File: src/rtl/mem_arb_defs.sv
// Shared definitions for the memory-port arbiter: requester ids, FSM encoding, wait-counter width.
// MEM_ARB_RR_EN adds the round-robin slot helper used by arb_pick.
package mem_arb_defs;

    localparam logic [1:0] ID_IF   = 2'd0;
    localparam logic [1:0] ID_DM   = 2'd1;
    localparam logic [1:0] ID_DBG  = 2'd2;
    localparam logic [1:0] ID_NONE = 2'd3;

    localparam int CNT_W = 4;

    typedef enum logic [1:0] {
        S_IDLE = 2'd0,
        S_ACC  = 2'd1,
        S_DONE = 2'd2
    } state_t;

`ifdef MEM_ARB_RR_EN
    // (base + off) mod 3 for base in 0..2 and off in 0..3.
    function automatic logic [1:0] rr_slot(input logic [1:0] base, input logic [1:0] off);
        logic [2:0] s;
        s = {1'b0, base} + {1'b0, off};
        if (s >= 3'd6) begin
            s = s - 3'd6;
        end else if (s >= 3'd3) begin
            s = s - 3'd3;
        end
        return s[1:0];
    endfunction
`endif

endpackage

File: src/rtl/arb_pick.sv
// Combinational 3-way picker over IF/DM/DBG requests with a per-cycle mask.
// MEM_ARB_RR_EN: round-robin from (ptr+1) mod 3; otherwise fixed priority DBG > DM > IF.
module arb_pick
    import mem_arb_defs::*;
(
    input  logic [2:0] req,
    input  logic [2:0] mask,
`ifdef MEM_ARB_RR_EN
    input  logic [1:0] ptr,
`endif
    output logic [1:0] id,
    output logic       valid
);

    logic [2:0] elig;
    assign elig = req & ~mask;

`ifdef MEM_ARB_RR_EN
    logic [1:0] slot;

    // Walk offsets 3..1 so the slot right after ptr is assigned last and wins.
    always_comb begin
        id    = ID_NONE;
        valid = 1'b0;
        slot  = ID_NONE;
        for (int k = 3; k >= 1; k--) begin
            slot = rr_slot(ptr, 2'(k));
            if (elig[slot]) begin
                id    = slot;
                valid = 1'b1;
            end
        end
    end
`else
    always_comb begin
        id    = ID_NONE;
        valid = |elig;
        if (elig[ID_DBG]) begin
            id = ID_DBG;
        end else if (elig[ID_DM]) begin
            id = ID_DM;
        end else if (elig[ID_IF]) begin
            id = ID_IF;
        end
    end
`endif

endmodule

File: src/rtl/mem_port_arbiter.sv
// Shares one async-read/sync-write memory between IF, DM and DBG; each access runs WAIT+1 cycles.
// Define MEM_ARB_RR_EN for round-robin arbitration; default is fixed priority DBG > DM > IF.
module mem_port_arbiter
    import mem_arb_defs::*;
#(
    parameter int AW   = 9,
    parameter int DW   = 32,
    parameter int WAIT = 1
) (
    input  logic          clk,
    input  logic          rst,
    input  logic          if_req,
    input  logic [AW-1:0] if_addr,
    output logic [DW-1:0] if_rdata,
    output logic          if_ready,
    input  logic          dm_req,
    input  logic          dm_we,
    input  logic [AW-1:0] dm_addr,
    input  logic [DW-1:0] dm_wdata,
    output logic [DW-1:0] dm_rdata,
    output logic          dm_ready,
    input  logic          dbg_req,
    input  logic          dbg_we,
    input  logic [AW-1:0] dbg_addr,
    input  logic [DW-1:0] dbg_wdata,
    output logic [DW-1:0] dbg_rdata,
    output logic          dbg_ready,
    output logic [AW-1:0] mem_a,
    output logic [DW-1:0] mem_d,
    output logic          mem_we,
    input  logic [DW-1:0] mem_spo,
    output logic          busy,
    output logic [1:0]    gnt_id,
    output state_t        fsm_state
);

    state_t           state;
    logic [1:0]       cur_id;
    logic             cur_we;
    logic [AW-1:0]    cur_addr;
    logic [DW-1:0]    cur_wdata;
    logic [CNT_W-1:0] cnt;

    logic [2:0]    mask;
    logic [1:0]    pick_id;
    logic          pick_valid;
    logic          sel_we;
    logic [AW-1:0] sel_addr;
    logic [DW-1:0] sel_wdata;
    logic          acc_last;

    // The requester that just completed sits out the DONE-cycle arbitration.
    assign mask = (state == S_DONE) ? (3'b001 << cur_id) : 3'b000;

`ifdef MEM_ARB_RR_EN
    logic [1:0] rr_ptr;

    arb_pick u_pick (
        .req   ({dbg_req, dm_req, if_req}),
        .mask  (mask),
        .ptr   (rr_ptr),
        .id    (pick_id),
        .valid (pick_valid)
    );
`else
    arb_pick u_pick (
        .req   ({dbg_req, dm_req, if_req}),
        .mask  (mask),
        .id    (pick_id),
        .valid (pick_valid)
    );
`endif

    // IF is read-only, so its write enable and data are never taken.
    always_comb begin
        sel_we    = 1'b0;
        sel_addr  = if_addr;
        sel_wdata = '0;
        case (pick_id)
            ID_DM: begin
                sel_we    = dm_we;
                sel_addr  = dm_addr;
                sel_wdata = dm_wdata;
            end
            ID_DBG: begin
                sel_we    = dbg_we;
                sel_addr  = dbg_addr;
                sel_wdata = dbg_wdata;
            end
            default: ;
        endcase
    end

    assign acc_last  = (state == S_ACC) && (cnt == '0);
    assign mem_a     = (state == S_ACC) ? cur_addr  : '0;
    assign mem_d     = (state == S_ACC) ? cur_wdata : '0;
    // Gated by rst so a reset landing on the strobe cycle never commits the write.
    assign mem_we    = rst & acc_last & cur_we;
    assign busy      = (state != S_IDLE);
    assign gnt_id    = cur_id;
    assign fsm_state = state;

    always_ff @(posedge clk) begin
        if (!rst) begin
            state     <= S_IDLE;
            cur_id    <= ID_NONE;
            cur_we    <= 1'b0;
            cur_addr  <= '0;
            cur_wdata <= '0;
            cnt       <= '0;
            if_ready  <= 1'b0;
            dm_ready  <= 1'b0;
            dbg_ready <= 1'b0;
            if_rdata  <= '0;
            dm_rdata  <= '0;
            dbg_rdata <= '0;
`ifdef MEM_ARB_RR_EN
            rr_ptr    <= ID_DBG;
`endif
        end else begin
            if_ready  <= 1'b0;
            dm_ready  <= 1'b0;
            dbg_ready <= 1'b0;
            case (state)
                S_IDLE, S_DONE: begin
                    if (pick_valid) begin
                        state     <= S_ACC;
                        cur_id    <= pick_id;
                        cur_we    <= sel_we;
                        cur_addr  <= sel_addr;
                        cur_wdata <= sel_wdata;
                        cnt       <= CNT_W'(WAIT);
`ifdef MEM_ARB_RR_EN
                        rr_ptr    <= pick_id;
`endif
                    end else begin
                        state  <= S_IDLE;
                        cur_id <= ID_NONE;
                        cur_we <= 1'b0;
                    end
                end
                S_ACC: begin
                    if (cnt == '0) begin
                        state <= S_DONE;
                        case (cur_id)
                            ID_IF: begin
                                if_ready <= 1'b1;
                                if (!cur_we) if_rdata <= mem_spo;
                            end
                            ID_DM: begin
                                dm_ready <= 1'b1;
                                if (!cur_we) dm_rdata <= mem_spo;
                            end
                            ID_DBG: begin
                                dbg_ready <= 1'b1;
                                if (!cur_we) dbg_rdata <= mem_spo;
                            end
                            default: ;
                        endcase
                    end else begin
                        cnt <= cnt - CNT_W'(1);
                    end
                end
                default: state <= S_IDLE;
            endcase
        end
    end

endmodule
File: config.mk
export PLATFORM = sky130hd
export DESIGN_NAME = mem_port_arbiter
export DESIGN_NICKNAME = d
export VERILOG_FILES = /design/src/rtl/mem_arb_defs.sv /design/src/rtl/arb_pick.sv /design/src/rtl/mem_port_arbiter.sv
export SDC_FILE = /design/constraint.sdc
export NUM_CORES = 1
export LEC_CHECK = 0
export BUFFER_PORTS_ARGS = -buffer_cell sky130_fd_sc_hd__buf_2
export CAP_MARGIN = 20
export CORE_ASPECT_RATIO = 2
export CORE_MARGIN = 2
export CORE_UTILIZATION = 51
export DETAILED_ROUTE_END_ITERATION = 7
export PLACE_DENSITY = 0.86
export SETUP_SLACK_MARGIN = 0.2
export SYNTH_ARGS = -nofsm -noshare
export SYNTH_HDL_FRONTEND = slang
export SYNTH_HIERARCHICAL = 1
export SYNTH_SLANG_ARGS = --single-unit
File: constraint.sdc
create_clock -name clk -period 7 [get_ports clk]
set_input_delay 0.7 -clock clk [delete_from_list [all_inputs] [get_ports clk]]
set_output_delay 0.7 -clock clk [all_outputs]
set_load 0.02 [all_outputs]
# --- Word-level counts from Yosys, hierarchy flattened ---
# Index checks and enable logic that the tools add are counted.
totals:
  regBits: 149
  output_inout_bits: 146
  latch_bits: 0
  mem_bits_ro: 0
  mem_bits_rw: 0
  input_bits: 130
  memories: 0
  wordCells: 62
classes:
  n_shift: 1
  n_reduce_logical: 14
  n_lt_le_gt_ge: 0
  bitwise_logic: 5
  n_addsub: 1
  n_eq_ne: 9
  n_mul: 0
  div: 0
  mux: 20
ops:
  columns: ["operator", "n"]
  rows:
  - ["case mux 32 bit (2 select lines)", 1]
  - ["2-to-1 mux 32 bit", 1]
  - ["case mux 9 bit (2 select lines)", 1]
  - ["AND reduction 4 bit", 3]
  - ["2-to-1 mux 2 bit", 5]
  - ["2-to-1 mux 9 bit", 1]
  - ["2-to-1 mux 4 bit", 2]
  - ["case mux 4 bit (2 select lines)", 1]
  - ["equality test 2 x 1 -> 1 bit (second input constant)", 3]
  - ["equality test 2 bit (second input constant)", 3]
  - ["AND reduction 3 bit", 2]
  - ["2-to-1 mux 1 bit", 5]
  - ["logical NOT 2 bit", 2]
  - ["logical NOT 4 bit", 1]
  - ["!= test 2 bit (second input constant)", 2]
  - ["case mux 2 bit (2 select lines)", 1]
  - ["nonzero test 2 bit", 2]
  - ["subtractor 4 x 1 -> 4 bit (second input constant)", 1]
  - ["AND 3 bit", 1]
  - ["2-to-1 mux 3 bit", 1]
  - ["inverter 3 bit", 1]
  - ["OR reduction 3 bit", 1]
  - ["<< shifter 1 x 2 -> 3 bit (first input constant)", 1]
  - ["AND 1 bit", 2]
  - ["6 further kinds", 6]

# --- Longest topological paths before layout ---
depth:
  depth_word: 10
  depth_mapped: 12
  depth_no_buf: 9

# --- By module ---
# The synthesis kept the hierarchy.
modules_own_cells:
  columns: ["module", "seq_area_each_um2", "area_per_inst_um2", "cells_per_inst", "n_inst"]
  rows:
  - ["mem_port_arbiter", 2982.9, 6078.3, 622, 1]
  - ["arb_pick", 0.0, 62.6, 7, 1]

# --- Worst setup path after synthesis ---
# Ideal clock, no wire load.
synth_path:
  path_type: "register to register"
  startpoint: "register state[0] (netlist: fsm_state[0])"
  endpoint: "register cur_wdata[10]"
  stages_incl_launch_ff: 13
  n_path_buf: 4
  setup_time_ns: 0.070
  path_slack_ns: 4.423
  required_time_ns: 6.930
  arrival_ns: 2.507
  period_less_slack_ns: 2.577
  path_cell_list: "dfxtp_1 > buf_2 > nand2b_1 > nor2_1 > nand2b_1 > a21boi_1 > inv_1 > ha_1 > buf_2 > or3_1 > clkbuf_1 > clkbuf_1 > o2bb2ai_1"
synth_between:
  word_cells_on_any_way: 14
  classes_between: "eq/ne (3); mux (5); bitwise (2); reduce/logical (4)"
synth_rtl:
  columns: ["item", "line_no", "source"]
  rows:
  - ["start, declared", "mem_port_arbiter.sv:37", "state_t state;"]
  - ["start signal, assigned", "mem_port_arbiter.sv:105", "state <= S_IDLE;"]
  - ["start signal, assigned", "mem_port_arbiter.sv:127", "state <= S_ACC;"]
  - ["start signal, assigned", "mem_port_arbiter.sv:137", "state <= S_IDLE;"]
  - ["equality test 2 bit *", "mem_port_arbiter.sv:53", "assign mask = (state == S_DONE) ? (3'b001 << cur_id) : 3'b000;"]
  - ["2-to-1 mux 3 bit *", "mem_port_arbiter.sv:53", null]
  - ["via mask[1]", "mem_port_arbiter.sv:44", "logic [2:0] mask;"]
  - ["inverter 3 bit *", "arb_pick.sv:16", "assign elig = req & ~mask;"]
  - ["AND 3 bit *", "arb_pick.sv:16", null]
  - ["2-to-1 mux 2 bit *", "arb_pick.sv:40", "end else if (elig[ID_DM]) begin"]
  - ["2-to-1 mux 2 bit *", "arb_pick.sv:38", "if (elig[ID_DBG]) begin"]
  - ["via pick_id[0]", "mem_port_arbiter.sv:45", "logic [1:0] pick_id;"]
  - ["equality test 2 bit / equality test 2 x 1 -> 1 bit (equally long branches)", "mem_port_arbiter.sv:79", "case (pick_id)"]
  - ["case mux 32 bit (2 select lines) *", "mem_port_arbiter.sv:79", null]
  - ["end signal, assigned", "mem_port_arbiter.sv:131", "cur_wdata <= sel_wdata;"]
  - ["end, declared", "mem_port_arbiter.sv:41", "logic [DW-1:0] cur_wdata;"]
# Mark *: on every way through the listed nets, which the timed path passes. The rest lies on a longest branch.
# A chain may end at the register's enable or synchronous reset.

# --- Final worst setup path ---
layout_path:
  startpoint: "register state[0] (netlist: fsm_state[0])"
  endpoint: "register cur_we"
layout_between:
  word_cells_on_any_way: 14
  classes_between: "eq/ne (3); mux (6); bitwise (2); reduce/logical (3)"
layout_rtl:
  columns: ["item", "line_no", "source"]
  rows:
  - ["equality test 2 bit *", "mem_port_arbiter.sv:53", null]
  - ["2-to-1 mux 3 bit *", "mem_port_arbiter.sv:53", null]
  - ["via mask[1]", "mem_port_arbiter.sv:44", null]
  - ["inverter 3 bit *", "arb_pick.sv:16", null]
  - ["AND 3 bit *", "arb_pick.sv:16", null]
  - ["2-to-1 mux 2 bit *", "arb_pick.sv:40", null]
  - ["2-to-1 mux 2 bit *", "arb_pick.sv:38", null]
  - ["via pick_id[0]", "mem_port_arbiter.sv:45", null]
  - ["equality test 2 bit / equality test 2 x 1 -> 1 bit (equally long branches)", "mem_port_arbiter.sv:79", null]
  - ["case mux 1 bit (2 select lines) *", "mem_port_arbiter.sv:79", null]
  - ["2-to-1 mux 1 bit *", "mem_port_arbiter.sv:126", "if (pick_valid) begin"]
  - ["end signal, assigned", "mem_port_arbiter.sv:129", "cur_we <= sel_we;"]
  - ["end, declared", "mem_port_arbiter.sv:39", "logic cur_we;"]
# Marks and branches as above.

==> flow_summary_export.csv <==
group,metric,value,unit
run_status,run_status,"complete, no violations",
route,firstDrtPassIters,4,
finish,insertedDiodeCount,0,
clocking,clockRootBuffer,"clkbuf_16",
critical_path,crit_path_start_kind,"flip-flop",
place,place_area,7500,um2
logic_synthesis,ys_ff_latch,149,
sta,period_needed,3.18,ns
logic_synthesis,yosysSeqAreaShare,48.6,%
clocking,cts_setup_buffers,0,
place,dp_slack,3.74,ns
pwr,ir_drop,0.207,mV
floorplanning,initial_core_util,52.2,%
critical_path,slowest_stage,"or3_1",
floorplanning,ios,276,
sta,slew_violations,0,
clocking,clockBufferDepth,2,
place,port_buffers,275,
logic_synthesis,synth_area_leaders,"dfxtp_1, mux2i_1, nand2_1",
floorplanning,design.die.area,13000,um2
logic_synthesis,synth_edf_count,0,
route,drtAntennaViolNets,0,
sta,hold_viol,0,
clocking,cts_sinks,149,
logic_synthesis,yosysMostFrequentCell,"dfxtp_1",
min_path,holdCritPathClass,"reg -> reg",
finish,layout-drive-gt1-share,36.1,%
sta,setup_viol,0,
clocking,clk_pin_slew,0.06,ns
finish,fin_nets,1014,
critical_path,critical_path.max_stage_delay,0.89,ns
sta,finalWorstSetupSlack,3.82,ns
global_route,grt-ovfl-total,0,
clocking,tritoncts,"yes",
critical_path,arrival,3.43,ns
clocking,cts_hold_buf,0,
floorplanning,core,11800,um2
route,initialDrtViolationCount,179,
global_route,grt_pass1_wl,25.0,mm
route,drc,0,
logic_synthesis,synth_area,6140,um2
global_route,antenna_found_initial,0,
place,gp_congestion,0.846,
pwr,p_leak,4.38,nW
finish,area_delta_synth_final,32.2,%
critical_path,crit_family,"simple AND/OR/NAND/NOR gates",
logic_synthesis,syn_nets,762,
logic_synthesis,avgSynthCellArea,9.76,um2
clocking,cts_buffers,17,
logic_synthesis,yosys_warnings,6,
sta,finalClockSkew,0.00847,ns
flow_run,maxCapViolCount,0,
critical_path,crit_top_cell,"nand2b_1",
critical_path,cp_max_fo,33,
floorplanning,die_h,159,um
critical_path,critPathBufInv,1,
route,routed_wl,16.1,mm
critical_path,required,7.25,ns
place,dp_hpwl,11.7,mm
global_route,grt_usage,24.4,%
finish,design_area,8120,um2
logic_synthesis,netlist.area_leader.share,48.6,%
sta,rsz0062_at_grt,"no",
logic_synthesis,yosys.area.top_type,"dfxtp_1",
sta,tightest_slew,1.05,ns
route,vias,5511,
sta,period_share,45.4,%
clocking,clk_latency,0.41,ns
sta,max_freq,314,MHz
clocking,cts_resized,0,
route,wl_per_cell,15.5,um
logic_synthesis,synth-main-ff-cell,"dfxtp_1",
clocking,cts_max_level,4,
pwr,cellPowerDensity,254,nW/um2
logic_synthesis,synth_cell_types,34,
finish,final_util,68.9,%
sta,relSlewSlack,30.3,%
logic_synthesis,syn_inst,629,
logic_synthesis,synthTopCellsByCount,"dfxtp_1, nand2_1, mux2i_1",
logic_synthesis,synth-async-reset-ratio,0,%
sta,setup_tns,0,ns
floorplanning,rows,56,
critical_path,crit_chain,"nand2b_1 -> nor2_1 -> nand2b_1 -> a21boi_1 -> inv_1 -> ha_1 -> or3_1 -> o21ai_0",
route,viasPerCell,5.31,
floorplanning,fp.dieW,81.6,um
global_route,grt_start_max_net_pins,76,
global_route,grt_pass1_vias,5370,
critical_path,path_class,"reg -> reg",
critical_path,cp-end-kind,"flip-flop",
-- state kept, by name, summed over array words and instances (netlist names) --
| register | flops |
|---|---|
| cnt | 4 |
| cur_addr | 9 |
| cur_wdata | 32 |
| cur_we | 1 |
| dbg_rdata | 32 |
| dbg_ready | 1 |
| dm_rdata | 32 |
| dm_ready | 1 |
| fsm_state | 2 |
| gnt_id | 2 |
| if_rdata | 32 |
| if_ready | 1 |
-- worst paths after layout --
kind                                                 from                        end  slack, ns  cells after the start
worst max-delay path            fsm_state[0]$_SDFFE_PN0P_        cur_we$_SDFFE_PN0P_       3.82                      8
worst min-delay path            if_rdata[17]$_SDFFE_PN0P_  if_rdata[17]$_SDFFE_PN0P_       0.46                      2
worst max register to register  fsm_state[0]$_SDFFE_PN0P_        cur_we$_SDFFE_PN0P_       3.82                      8
worst min register to register  if_rdata[17]$_SDFFE_PN0P_  if_rdata[17]$_SDFFE_PN0P_       0.46                      2
-- metrics by stage --
stage / std cells / total power, W / hold WS [ns]
2_1_floorplan: 629 / 0.00105 / 0.424
6_report: 1038 / 0.00206 / 0.456
3_5_place_dp: 1007 / 0.00113 / 0.441
3_3_place_gp: 1007 / 0.00113 / 0.436
4_1_cts: 1038 / 0.00208 / 0.459
5_1_grt: 1038 / 0.00214 / 0.478
-- area by class of cell --
class,instances,area (um2)
clock inverter,14,190
sequential,149,2980
multi-input combinational,423,2870
tap,145,181
timing repair buffer,282,1430
inverter,8,30.0
fill,889,3660
clock buffer,17,425
-- tightest hold or removal path, stage by stage (launching register included) --
cell	delay, ns
dfxtp_1	0.31
nand2_1	0.05
mux2i_1	0.05
-- metal layers --
layer | wire length, um | track usage [%]
met3 | 1320 | 7.03
met5 | 0 | 0
met4 | 257 | 8.41
met2 | 8580 | 45.2
met1 | 5960 | 24.9
-- logic make-up (layout without fill, tap and decap cells) --
logic type / Yosys count / in the layout / share of synthesized area [%]
muxes: 97 / 97 / 15.8
buffers and inverters: 57 / 321 / 4.71
AOI/OAI and AO/OA: 103 / 103 / 13.0
adders and majority gates: 3 / 3 / 0.611
DFF: 149 / 149 / 48.6
and+or+nand+nor: 220 / 220 / 17.3
-- report_power, final --
part | internal [W] | switching, W | total (W)
clock network | 0.000572 | 0.000376 | 0.000947
logic | 0.0000871 | 0.000132 | 0.000219
registers | 0.000874 | 0.0000175 | 0.000892
total | 0.00153 | 0.000525 | 0.00206
-- cell usage in the layout, fill, tap and decap left out, drive strengths merged, types with 2 or more instances in the layout --
cell type    n
and2        42
ha           3
bufinv       3
o21ai       14
nor2b        6
nand3        6
o2bb2ai     32
buf        282
a21boi       2
nor3         2
a22oi       42
nand2b       8
clkbuf      17
nand2      138
dfxtp      149
nor3b        3
clkinvlp     3
inv         16
nor2         8
mux2i       97
a22o         9
(Power assumes the default switching activity.)
